<file path="config.mk">
export PLATFORM = sky130hd
export DESIGN_NAME = bicubic_tap_accumulator
export DESIGN_NICKNAME = d
export VERILOG_FILES = /design/src/rtl/bicubic_pkg.sv /design/src/rtl/bicubic_round_clamp.sv /design/src/rtl/bicubic_tap_accumulator.sv
export SDC_FILE = /design/constraint.sdc
export NUM_CORES = 1
export LEC_CHECK = 0
export ABC_CLOCK_PERIOD_IN_PS = 6900
export CAP_MARGIN = 20
export CORE_MARGIN = 4
export CORE_UTILIZATION = 60
export CTS_CLUSTER_SIZE = 25
export DETAILED_ROUTE_END_ITERATION = 16
export HOLD_SLACK_MARGIN = 0.1
export PLACE_DENSITY = 0.81
export SYNTH_ARGS = -nofsm -noshare
export SYNTH_HDL_FRONTEND = slang
export SYNTH_SLANG_ARGS = --single-unit
</file>
<file path="constraint.sdc">
create_clock -name i_clk -period 6.9 [get_ports i_clk]
set_input_delay 1.38 -clock i_clk [delete_from_list [all_inputs] [get_ports i_clk]]
set_output_delay 1.38 -clock i_clk [all_outputs]
set_load 0.01 [all_outputs]
</file>
<file path="src/rtl/bicubic_pkg.sv">
// Shared defaults and width helpers for the bicubic filter datapath
// (coefficient generator, multiplier and tap accumulator stages).
package bicubic_pkg;

  localparam int INPUT_WIDTH_DEF = 36;
  localparam int TAPS_DEF        = 4;
  localparam int FRAC_BITS_DEF   = 14;
  localparam int PIX_WIDTH_DEF   = 8;

  function automatic int clog2(input int v);
    int r;
    for (r = 0; (1 << r) < v; r++) begin
    end
    return r;
  endfunction

  // Accumulator width: product width plus headroom for TAPS additions.
  function automatic int acc_width(input int in_w, input int taps);
    return in_w + clog2(taps);
  endfunction

endpackage

</file>
<file path="src/rtl/bicubic_round_clamp.sv">
// Pipeline stage 2: round-half-up, arithmetic shift and range handling.
// BICUBIC_ACC_SAT_EN selects clamping; otherwise the result wraps.
module bicubic_round_clamp #(
  parameter int ACC_W     = 38,
  parameter int FRAC_BITS = 14,
  parameter int PIX_WIDTH = 8
) (
  input  logic                    i_clk,
  input  logic                    i_reset_n,
  input  logic                    i_valid,
  input  logic signed [ACC_W-1:0] i_sum,
  output logic [PIX_WIDTH-1:0]    o_pixel,
  output logic                    o_valid,
  output logic                    o_sat
);

  // One extra bit so adding the rounding constant cannot overflow.
  localparam int RW = ACC_W + 1;
  localparam logic signed [RW-1:0] HALF = RW'(1) << (FRAC_BITS - 1);

  logic signed [RW-1:0]  biased, rnd;
  logic                  neg, over, oor;
  logic [PIX_WIDTH-1:0]  pix_d, pix_q;
  logic                  vld_d, vld_q, sat_d, sat_q;

  always_comb begin
    biased = {i_sum[ACC_W-1], i_sum} + HALF;
    rnd    = biased >>> FRAC_BITS;
    neg    = rnd[RW-1];
    over   = !neg && (rnd[RW-1:PIX_WIDTH] != '0);
    oor    = neg || over;
`ifdef BICUBIC_ACC_SAT_EN
    if (neg)       pix_d = '0;
    else if (over) pix_d = '1;
    else           pix_d = rnd[PIX_WIDTH-1:0];
`else
    pix_d = rnd[PIX_WIDTH-1:0];
`endif
    if (!i_valid) pix_d = pix_q;
    vld_d = i_valid;
    sat_d = i_valid && oor;
  end

  always_ff @(posedge i_clk or negedge i_reset_n) begin
    if (!i_reset_n) begin
      pix_q <= '0;
      vld_q <= 1'b0;
      sat_q <= 1'b0;
    end else begin
      pix_q <= pix_d;
      vld_q <= vld_d;
      sat_q <= sat_d;
    end
  end

  assign o_pixel = pix_q;
  assign o_valid = vld_q;
  assign o_sat   = sat_q;

endmodule

</file>
<file path="src/rtl/bicubic_tap_accumulator.sv">
// Sums TAPS signed products per output pixel, then rounds/shifts to a pixel.
// Optional clamping via BICUBIC_ACC_SAT_EN (handled in bicubic_round_clamp).
module bicubic_tap_accumulator
  import bicubic_pkg::*;
#(
  parameter int INPUT_WIDTH = INPUT_WIDTH_DEF,
  parameter int TAPS        = TAPS_DEF,
  parameter int FRAC_BITS   = FRAC_BITS_DEF,
  parameter int PIX_WIDTH   = PIX_WIDTH_DEF
) (
  input  logic                          i_clk,
  input  logic                          i_reset_n,
  input  logic                          i_valid,
  input  logic signed [INPUT_WIDTH-1:0] i_data,
  input  logic                          i_first,
  output logic [PIX_WIDTH-1:0]          o_pixel,
  output logic                          o_valid,
  output logic                          o_sat,
  output logic                          o_drop
);

  localparam int ACC_W = acc_width(INPUT_WIDTH, TAPS);
  localparam int CNT_W = clog2(TAPS);
  localparam logic [CNT_W-1:0] LAST = CNT_W'(TAPS - 1);

  logic signed [ACC_W-1:0] ext;
  logic signed [ACC_W-1:0] acc_d, acc_q, sum_d, sum_q;
  logic [CNT_W-1:0]        cnt_d, cnt_q;
  logic                    sum_vld_d, sum_vld_q, drop_d, drop_q;

  always_comb begin
    ext       = {{(ACC_W-INPUT_WIDTH){i_data[INPUT_WIDTH-1]}}, i_data};
    acc_d     = acc_q;
    cnt_d     = cnt_q;
    sum_d     = sum_q;
    sum_vld_d = 1'b0;
    drop_d    = 1'b0;
    if (i_valid) begin
      if (cnt_q == '0 || i_first) begin
        // i_first mid-group restarts: the partial sum is thrown away.
        acc_d  = ext;
        cnt_d  = CNT_W'(1);
        drop_d = i_first && (cnt_q != '0);
      end else if (cnt_q == LAST) begin
        sum_d     = acc_q + ext;
        sum_vld_d = 1'b1;
        cnt_d     = '0;
      end else begin
        acc_d = acc_q + ext;
        cnt_d = cnt_q + CNT_W'(1);
      end
    end
  end

  always_ff @(posedge i_clk or negedge i_reset_n) begin
    if (!i_reset_n) begin
      acc_q     <= '0;
      cnt_q     <= '0;
      sum_q     <= '0;
      sum_vld_q <= 1'b0;
      drop_q    <= 1'b0;
    end else begin
      acc_q     <= acc_d;
      cnt_q     <= cnt_d;
      sum_q     <= sum_d;
      sum_vld_q <= sum_vld_d;
      drop_q    <= drop_d;
    end
  end

  bicubic_round_clamp #(
    .ACC_W     (ACC_W),
    .FRAC_BITS (FRAC_BITS),
    .PIX_WIDTH (PIX_WIDTH)
  ) u_round_clamp (
    .i_clk     (i_clk),
    .i_reset_n (i_reset_n),
    .i_valid   (sum_vld_q),
    .i_sum     (sum_q),
    .o_pixel   (o_pixel),
    .o_valid   (o_valid),
    .o_sat     (o_sat)
  );

  assign o_drop = drop_q;

endmodule

</file>
* After elaboration in Yosys (flattened, before gate mapping) *
Index checks and enable logic that the tools add are counted.

operators by class
  add/sub/neg operators = 3
  eq/ne operators = 2
  mux-type cells = 9
  bitwise operators = 1
  reductions and logical operators = 11

operators with widths
  operator                  number
  $mux W38                  2
  $add A38 B15 Y39 const B  1
  $add A38 B36 Y38          1
  $reduce_bool A31 Y1       1
  $mux W1                   5
  $mux W2                   2
  $logic_and A1 B1 Y1       3
  $reduce_and A3 Y1         1
  $add A2 B1 Y2 const B     1
  $eq A2 B2 Y1 const B      1
  $logic_not A2 Y1          1
  $logic_or A1 B1 Y1        2
  $ne A2 B2 Y1 const B      1
  $reduce_and A2 Y1         1
  $reduce_bool A2 Y1        1
  $logic_not A1 Y1          1
  $not A1 Y1                1

word-level totals
  register bits after elaboration = 90
  bits of input ports = 40
  output and inout port bits = 11
  logic and storage cells = 34

* Logic depth before layout (Yosys ltp) *
  depth after elaboration = 5
  depth in mapped cells = 13
  depth with buffers taken out = 13

* Cells and area by module *
From an unflattened synthesis, not the netlist that was laid out.

second synthesis, totals
  cells, all modules = 759
  area total of the unflattened synthesis = 6,493.7 µm²

modules (own cells, without submodules)
  module                   instances  cells each  area each (µm²)  sequential area each (µm²)
  bicubic_tap_accumulator  1          649         5,532.8          2,001.9
  bicubic_round_clamp      1          110         960.9            250.2

* Worst setup path after synthesis *
No wires, ideal clock.

  path type = input -> register
  start point = input i_data[0]
  end point = register acc_q[34]
  library setup time = 0.068 ns
  arrival time = 3.911 ns
  required time = 6.832 ns
  slack = 2.921 ns
  cell stages on the path = 13
  path buffers = 0
  cell sequence = ha_1 inv_1 fa_1 and2b_1 o21a_1 o21ai_0 a21oi_2 nor2_1 o21a_2 o31ai_4 a31oi_2 or4_1 nand3_1

between the ends
  word-level cells in the longest chain between the ends = 3

ends and longest elaborated chain
  what                  RTL line                       source
  start, declared       bicubic_tap_accumulator.sv:14  input logic signed [INPUT_WIDTH-1:0] i_data,
  $add A38 B36 Y38      bicubic_tap_accumulator.sv:49  acc_d = acc_q + ext;
  $mux W38              bicubic_tap_accumulator.sv:44  end else if (cnt_q == LAST) begin
  $mux W38              bicubic_tap_accumulator.sv:39  if (cnt_q == '0 || i_first) begin
  end signal, assigned  bicubic_tap_accumulator.sv:57  acc_q <= '0;
  end signal, assigned  bicubic_tap_accumulator.sv:63  acc_q <= acc_d;
  end, declared         bicubic_tap_accumulator.sv:27  logic signed [ACC_W-1:0] acc_d, acc_q, sum_d, sum_q;

No other way between the ends. The select of a mux whose other input is x is not followed.
A chain may end at the register's enable or synchronous reset.

* Final worst setup path *
Ends and elaborated chain as after synthesis.

==> report_table.html <==
<table>
<tr><th>Metric</th><th>Value</th></tr>
<tr><th colspan="2">Setup path</th></tr>
<tr><td>Delay of the slowest cell on the worst path</td><td>~0.51 ns</td></tr>
<tr><td>Worst Setup Start Kind</td><td>primary input</td></tr>
<tr><td>R2r setup slk</td><td>3.56 ns</td></tr>
<tr><td>Maximum fanout count along the critical path</td><td>6</td></tr>
<tr><td>Beginning of the critical path</td><td>i_data[0]</td></tr>
<tr><td>Arrival time of data at the critical path endpoint</td><td>approximately 4.8 ns</td></tr>
<tr><td>Category of the most critical setup path</td><td>primary input to register</td></tr>
<tr><td>Ordered cell list for the critical path</td><td>clkdlybuf4s50_1 &gt; ha_1 &gt; inv_1 &gt; fa_1 &gt; and2b_1 &gt; o21a_1 &gt; o21ai_0 &gt; a21oi_2 &gt; nor2_1 &gt; o21a_2 &gt; o31ai_4 &gt; a31oi_2 &gt; or4_1 &gt; nand3_1</td></tr>
<tr><td>Cell at the slowest stage of the critical path</td><td>sky130_fd_sc_hd__or4_1</td></tr>
<tr><td>R2R Path Start</td><td>acc_q[0]</td></tr>
<tr><td>Kind of end point of the critical path</td><td>register</td></tr>
<tr><td>Worst R2R Path Depth</td><td>13</td></tr>
<tr><td>Endpoint of the worst-slack reg-to-reg timing path</td><td>acc_q[34]</td></tr>
<tr><td>Setup crit end</td><td>acc_q[34]</td></tr>
<tr><td>Data required, critical path</td><td>7.20 ns</td></tr>
<tr><th colspan="2">Final layout</th></tr>
<tr><td>Fraction of final layout cells with drive strength greater than 1</td><td>~4.5%</td></tr>
<tr><td>Fin nets</td><td>~800</td></tr>
<tr><td>Ant diodes</td><td>0</td></tr>
<tr><td>Post-synthesis to final-layout area growth</td><td>13.9%</td></tr>
<tr><td>Fill cell count</td><td>between 700 and 800</td></tr>
<tr><td>Fin cells</td><td>between 800 and 900</td></tr>
<tr><th colspan="2">STA</th></tr>
<tr><td>Actual slew at the worst max-slew pin</td><td>0.972 ns</td></tr>
<tr><td>Finish-stage setup viols</td><td>0</td></tr>
<tr><td>Unrepaired setup endpoints after global routing</td><td>false</td></tr>
<tr><td>Fin crit share</td><td>between 60% and 70%</td></tr>
<tr><td>Maximum clock rate</td><td>about 220 MHz</td></tr>
<tr><td>Final clock skew</td><td>about 0.014 ns</td></tr>
<tr><td>Number of hold violations in the final report</td><td>0</td></tr>
<tr><td>Accumulated negative setup slack</td><td>0 ns</td></tr>
<tr><td>Slew HR</td><td>around a third</td></tr>
<tr><td>Max-slew violations</td><td>0</td></tr>
<tr><td>Minimum period implied by the final worst setup slack</td><td>about 4.5 ns</td></tr>
<tr><th colspan="2">Drt</th></tr>
<tr><td>DR iter-0 viols</td><td>318</td></tr>
<tr><td>Average detailed-routed wire length per instance</td><td>about 16 µm</td></tr>
<tr><td>DR vias</td><td>roughly 5,000</td></tr>
<tr><td>Routed wl met2</td><td>roughly 6200 µm</td></tr>
<tr><td>Detailed-routing iteration count for the pre-antenna-repair pass</td><td>5</td></tr>
<tr><td>Uppermost metal layer occupied by signal nets</td><td>met4</td></tr>
<tr><td>Via density per instance</td><td>about 6</td></tr>
<tr><td>Number of nets with antenna violations after routing</td><td>0</td></tr>
<tr><td>DRC violations left</td><td>0</td></tr>
<tr><td>Detailed-routed wire length on met3</td><td>~730 µm</td></tr>
<tr><td>Met1 layer wirelength in the final routing</td><td>~6300 µm</td></tr>
<tr><td>Aggregate routed wire length</td><td>~13,000 µm</td></tr>
<tr><th colspan="2">Worst hold path</th></tr>
<tr><td>Hold Path Origin</td><td>acc_q[28]</td></tr>
<tr><td>HP Class</td><td>register to register</td></tr>
<tr><th colspan="2">Clocking</th></tr>
<tr><td>Setup repair bufs after CTS</td><td>0</td></tr>
<tr><td>Hold buffer count at CTS</td><td>0</td></tr>
<tr><td>Clock tree from TritonCTS</td><td>built</td></tr>
<tr><td>Register clock-pin slew on the reported worst setup and hold paths</td><td>roughly 0.090 ns</td></tr>
<tr><td>Clock buffer depth</td><td>2</td></tr>
<tr><td>Number of gates given a new drive strength after cts</td><td>0</td></tr>
<tr><td>CTS Sinks</td><td>77</td></tr>
<tr><td>Maximum level of the CTS H-tree</td><td>3</td></tr>
<tr><td>Clock insertion delay at the later pin of the skew report</td><td>between 0.3 and 0.4 ns</td></tr>
<tr><td>Cell at the root of the clock tree</td><td>sky130_fd_sc_hd__clkbuf_8</td></tr>
<tr><td>Total clock buffers created by CTS</td><td>9</td></tr>
<tr><th colspan="2">Global route</th></tr>
<tr><td>Via count of the first global-routing pass</td><td>roughly 5,000</td></tr>
<tr><td>All-layer global routing usage</td><td>approximately a quarter</td></tr>
<tr><td>GRT overflow</td><td>0</td></tr>
<tr><td>First-pass GRT wire length</td><td>about 23,000 µm</td></tr>
<tr><td>Number of antenna violations at the first check in global routing</td><td>0</td></tr>
<tr><td>Maximum number of pins on one net before global-route repair</td><td>78</td></tr>
<tr><th colspan="2">Logic synthesis</th></tr>
<tr><td>Cells after Synth</td><td>approximately 680</td></tr>
<tr><td>Avg Inst Size Synth</td><td>a little over 8 µm²</td></tr>
<tr><td>Register bit count reported by yosys</td><td>77</td></tr>
<tr><td>Yosys Warn Count</td><td>0</td></tr>
<tr><td>Cell Area, Synth</td><td>around 0.0055 mm²</td></tr>
<tr><td>Synth area leader</td><td>sky130_fd_sc_hd__dfrtp_1</td></tr>
<tr><td>Synth Flop Type</td><td>sky130_fd_sc_hd__dfrtp_1</td></tr>
<tr><td>Proportion of synthesized chip area in sequential cells</td><td>roughly a third</td></tr>
<tr><td>Syn Nets</td><td>roughly 760</td></tr>
<tr><td>Number of synthesized flops with an enable pin</td><td>0</td></tr>
<tr><td>Post-synthesis async set-or-reset flop share</td><td>100%</td></tr>
<tr><td>Post-synth top area share</td><td>34.7%</td></tr>
<tr><td>Netlist cell types</td><td>58</td></tr>
<tr><td>Main area contributors after synthesis</td><td>sky130_fd_sc_hd__dfrtp_1 35%, sky130_fd_sc_hd__ha_1 9.0%, sky130_fd_sc_hd__a21oi_1 6.8%</td></tr>
<tr><th colspan="2">Run</th></tr>
<tr><td>Number of max-capacitance violations reported</td><td>0</td></tr>
<tr><th colspan="2">Floorplanning</th></tr>
<tr><td>Y dimension of the die</td><td>104 µm</td></tr>
<tr><td>Die ar.</td><td>around 0.011 mm²</td></tr>
<tr><td>Io pins</td><td>a little over 50</td></tr>
<tr><td>Rows</td><td>34</td></tr>
<tr><td>Initial standard-cell utilization of the core</td><td>between 60% and 70%</td></tr>
<tr><td>Chip width</td><td>approximately 100 µm</td></tr>
<tr><td>Core region area</td><td>0.00885 mm²</td></tr>
<tr><th colspan="2">Placed design</th></tr>
<tr><td>Half-perimeter wire length after detailed placement</td><td>9800 µm</td></tr>
<tr><td>Placed cells</td><td>slightly above 800</td></tr>
<tr><td>I/O Buffers</td><td>50</td></tr>
<tr><td>Final weighted congestion in routability-driven placement</td><td>about 0.9</td></tr>
<tr><th colspan="2">Pwr</th></tr>
<tr><td>Areal power density over the cells</td><td>roughly 330 mW/mm²</td></tr>
<tr><td>Worst ir drop on vdd</td><td>0.149 mV</td></tr>
<tr><td>Leakage power summed over all cells</td><td>around 2.8 nW</td></tr>
<tr><th colspan="2">Run status</th></tr>
<tr><td>Outcome</td><td>completed</td></tr>
</table>
-- cells in the final DEF, fill, tap and decap left out, drive strengths merged, types with 7 or more instances in the layout --
cell,n
xnor2,15
ha,40
a21oi,76
o21ai,72
nor2,65
o21a,7
xor2,27
and2,7
nand3,28
dfrtp,77
o21bai,9
inv,16
nand2,88
nor3,8
nand4,9
a31oi,16
clkbuf,9
a21o,15
and3,18
clkdlybuf4s50,49
-- metal layers --
metal  vias up  global-route usage, %
met1      2398                   33.7
met4         0                   8.83
met3        29                   4.10
met5         -                      0
met2       146                   40.1
li1       2512                      -
-- stage by stage --
stage,cell area [µm²],setup WS (ns),util [%],power (mW),hold WS (ns)
after global placement,6050,2.10,68.4,1.64,0.464
after detailed placement,6050,2.05,68.4,1.67,0.474
after CTS,6290,2.43,71.1,2.10,0.496
after global routing,6310,2.18,71.4,2.27,0.521
final,6310,2.40,71.4,2.11,0.492
after floorplan,5550,2.92,-,1.40,0.352
-- report_power, final --
group	switching (mW)	internal [mW]	leakage [nW]
Clock	0.182	0.243	0.124
Combinational	0.547	0.420	1.75
Sequential	0.127	0.592	0.957
Total	0.856	1.25	2.83
-- worst max-delay path: cells and delay by family --
family | cells | cell delay, ns
buffers and inverters | 2 | 0.53
AO/OA/AOI/OAI | 6 | 1.43
adder cells (fa/ha/maj) | 2 | 0.53
AND/OR/NAND/NOR | 4 | 0.92
-- kinds of logic (layout without fill, tap and decap cells) --
group	count (synthesis)	after routing	share of synthesized area [%]
simple gates	248	248	20.6
compound gates	222	222	24.0
flops	77	77	34.7
buf+inv	43	84	3.70
xor+xnor	42	42	6.63
fa+ha+maj	41	41	9.38
mux	5	5	0.970
-- state kept, by name (all words and copies together) (netlist names) --
name	flops
o_drop	1
u_round_clamp.o_pixel	8
u_round_clamp.o_valid	1
sum_vld_q	1
sum_q	25
acc_q	38
u_round_clamp.o_sat	1
cnt_q	2
-- cell usage after synthesis, types with 2 or more instances --
cell	count
sky130_fd_sc_hd__or4_1	2
sky130_fd_sc_hd__clkbuf_1	20
sky130_fd_sc_hd__xor2_1	27
sky130_fd_sc_hd__nor3_1	8
sky130_fd_sc_hd__xnor2_1	15
sky130_fd_sc_hd__and2_1	7
sky130_fd_sc_hd__nor2b_1	5
sky130_fd_sc_hd__and4_1	3
sky130_fd_sc_hd__mux2_2	3
sky130_fd_sc_hd__o21ai_0	70
sky130_fd_sc_hd__o21bai_1	9
sky130_fd_sc_hd__nand4_1	9
sky130_fd_sc_hd__or3_1	4
sky130_fd_sc_hd__buf_6	4
sky130_fd_sc_hd__or2_2	3
sky130_fd_sc_hd__nand2_1	88
sky130_fd_sc_hd__nand2b_1	3
sky130_fd_sc_hd__o211ai_1	2
sky130_fd_sc_hd__o31ai_1	4
sky130_fd_sc_hd__and3_1	18
sky130_fd_sc_hd__a211oi_1	4
sky130_fd_sc_hd__a2111oi_0	4
sky130_fd_sc_hd__buf_4	3
sky130_fd_sc_hd__a21oi_1	75
sky130_fd_sc_hd__ha_1	40
sky130_fd_sc_hd__mux2i_1	2
sky130_fd_sc_hd__dfrtp_1	77
sky130_fd_sc_hd__o21a_1	6
sky130_fd_sc_hd__a21o_1	15
sky130_fd_sc_hd__a311oi_1	2
sky130_fd_sc_hd__nor2_1	65
sky130_fd_sc_hd__a31oi_1	15
sky130_fd_sc_hd__nand3_1	28
sky130_fd_sc_hd__inv_1	14
-- final cells by class --
type	count	area, µm²	area share [%]
inverters	14	52.6	0.832
repair buffers	54	541	8.56
multi-input cells	558	3410	54.1
clock inverters	7	121	1.92
clock buffers	9	124	1.96
well taps	108	135	2.14
flip-flops and latches	77	1930	30.5
-- worst min-delay path by stage --
stage	slack [ns]	end	depth (start not counted)
6_report	0.49	acc_q[28]	2
2_1_floorplan	0.35	u_round_clamp.o_valid	0
3_5_place_dp	0.47	acc_q[30]	2
4_1_cts	0.50	acc_q[30]	2
5_1_grt	0.52	acc_q[33]	1
3_3_place_gp	0.46	acc_q[28]	2
Power figures use the tool's default switching activity.
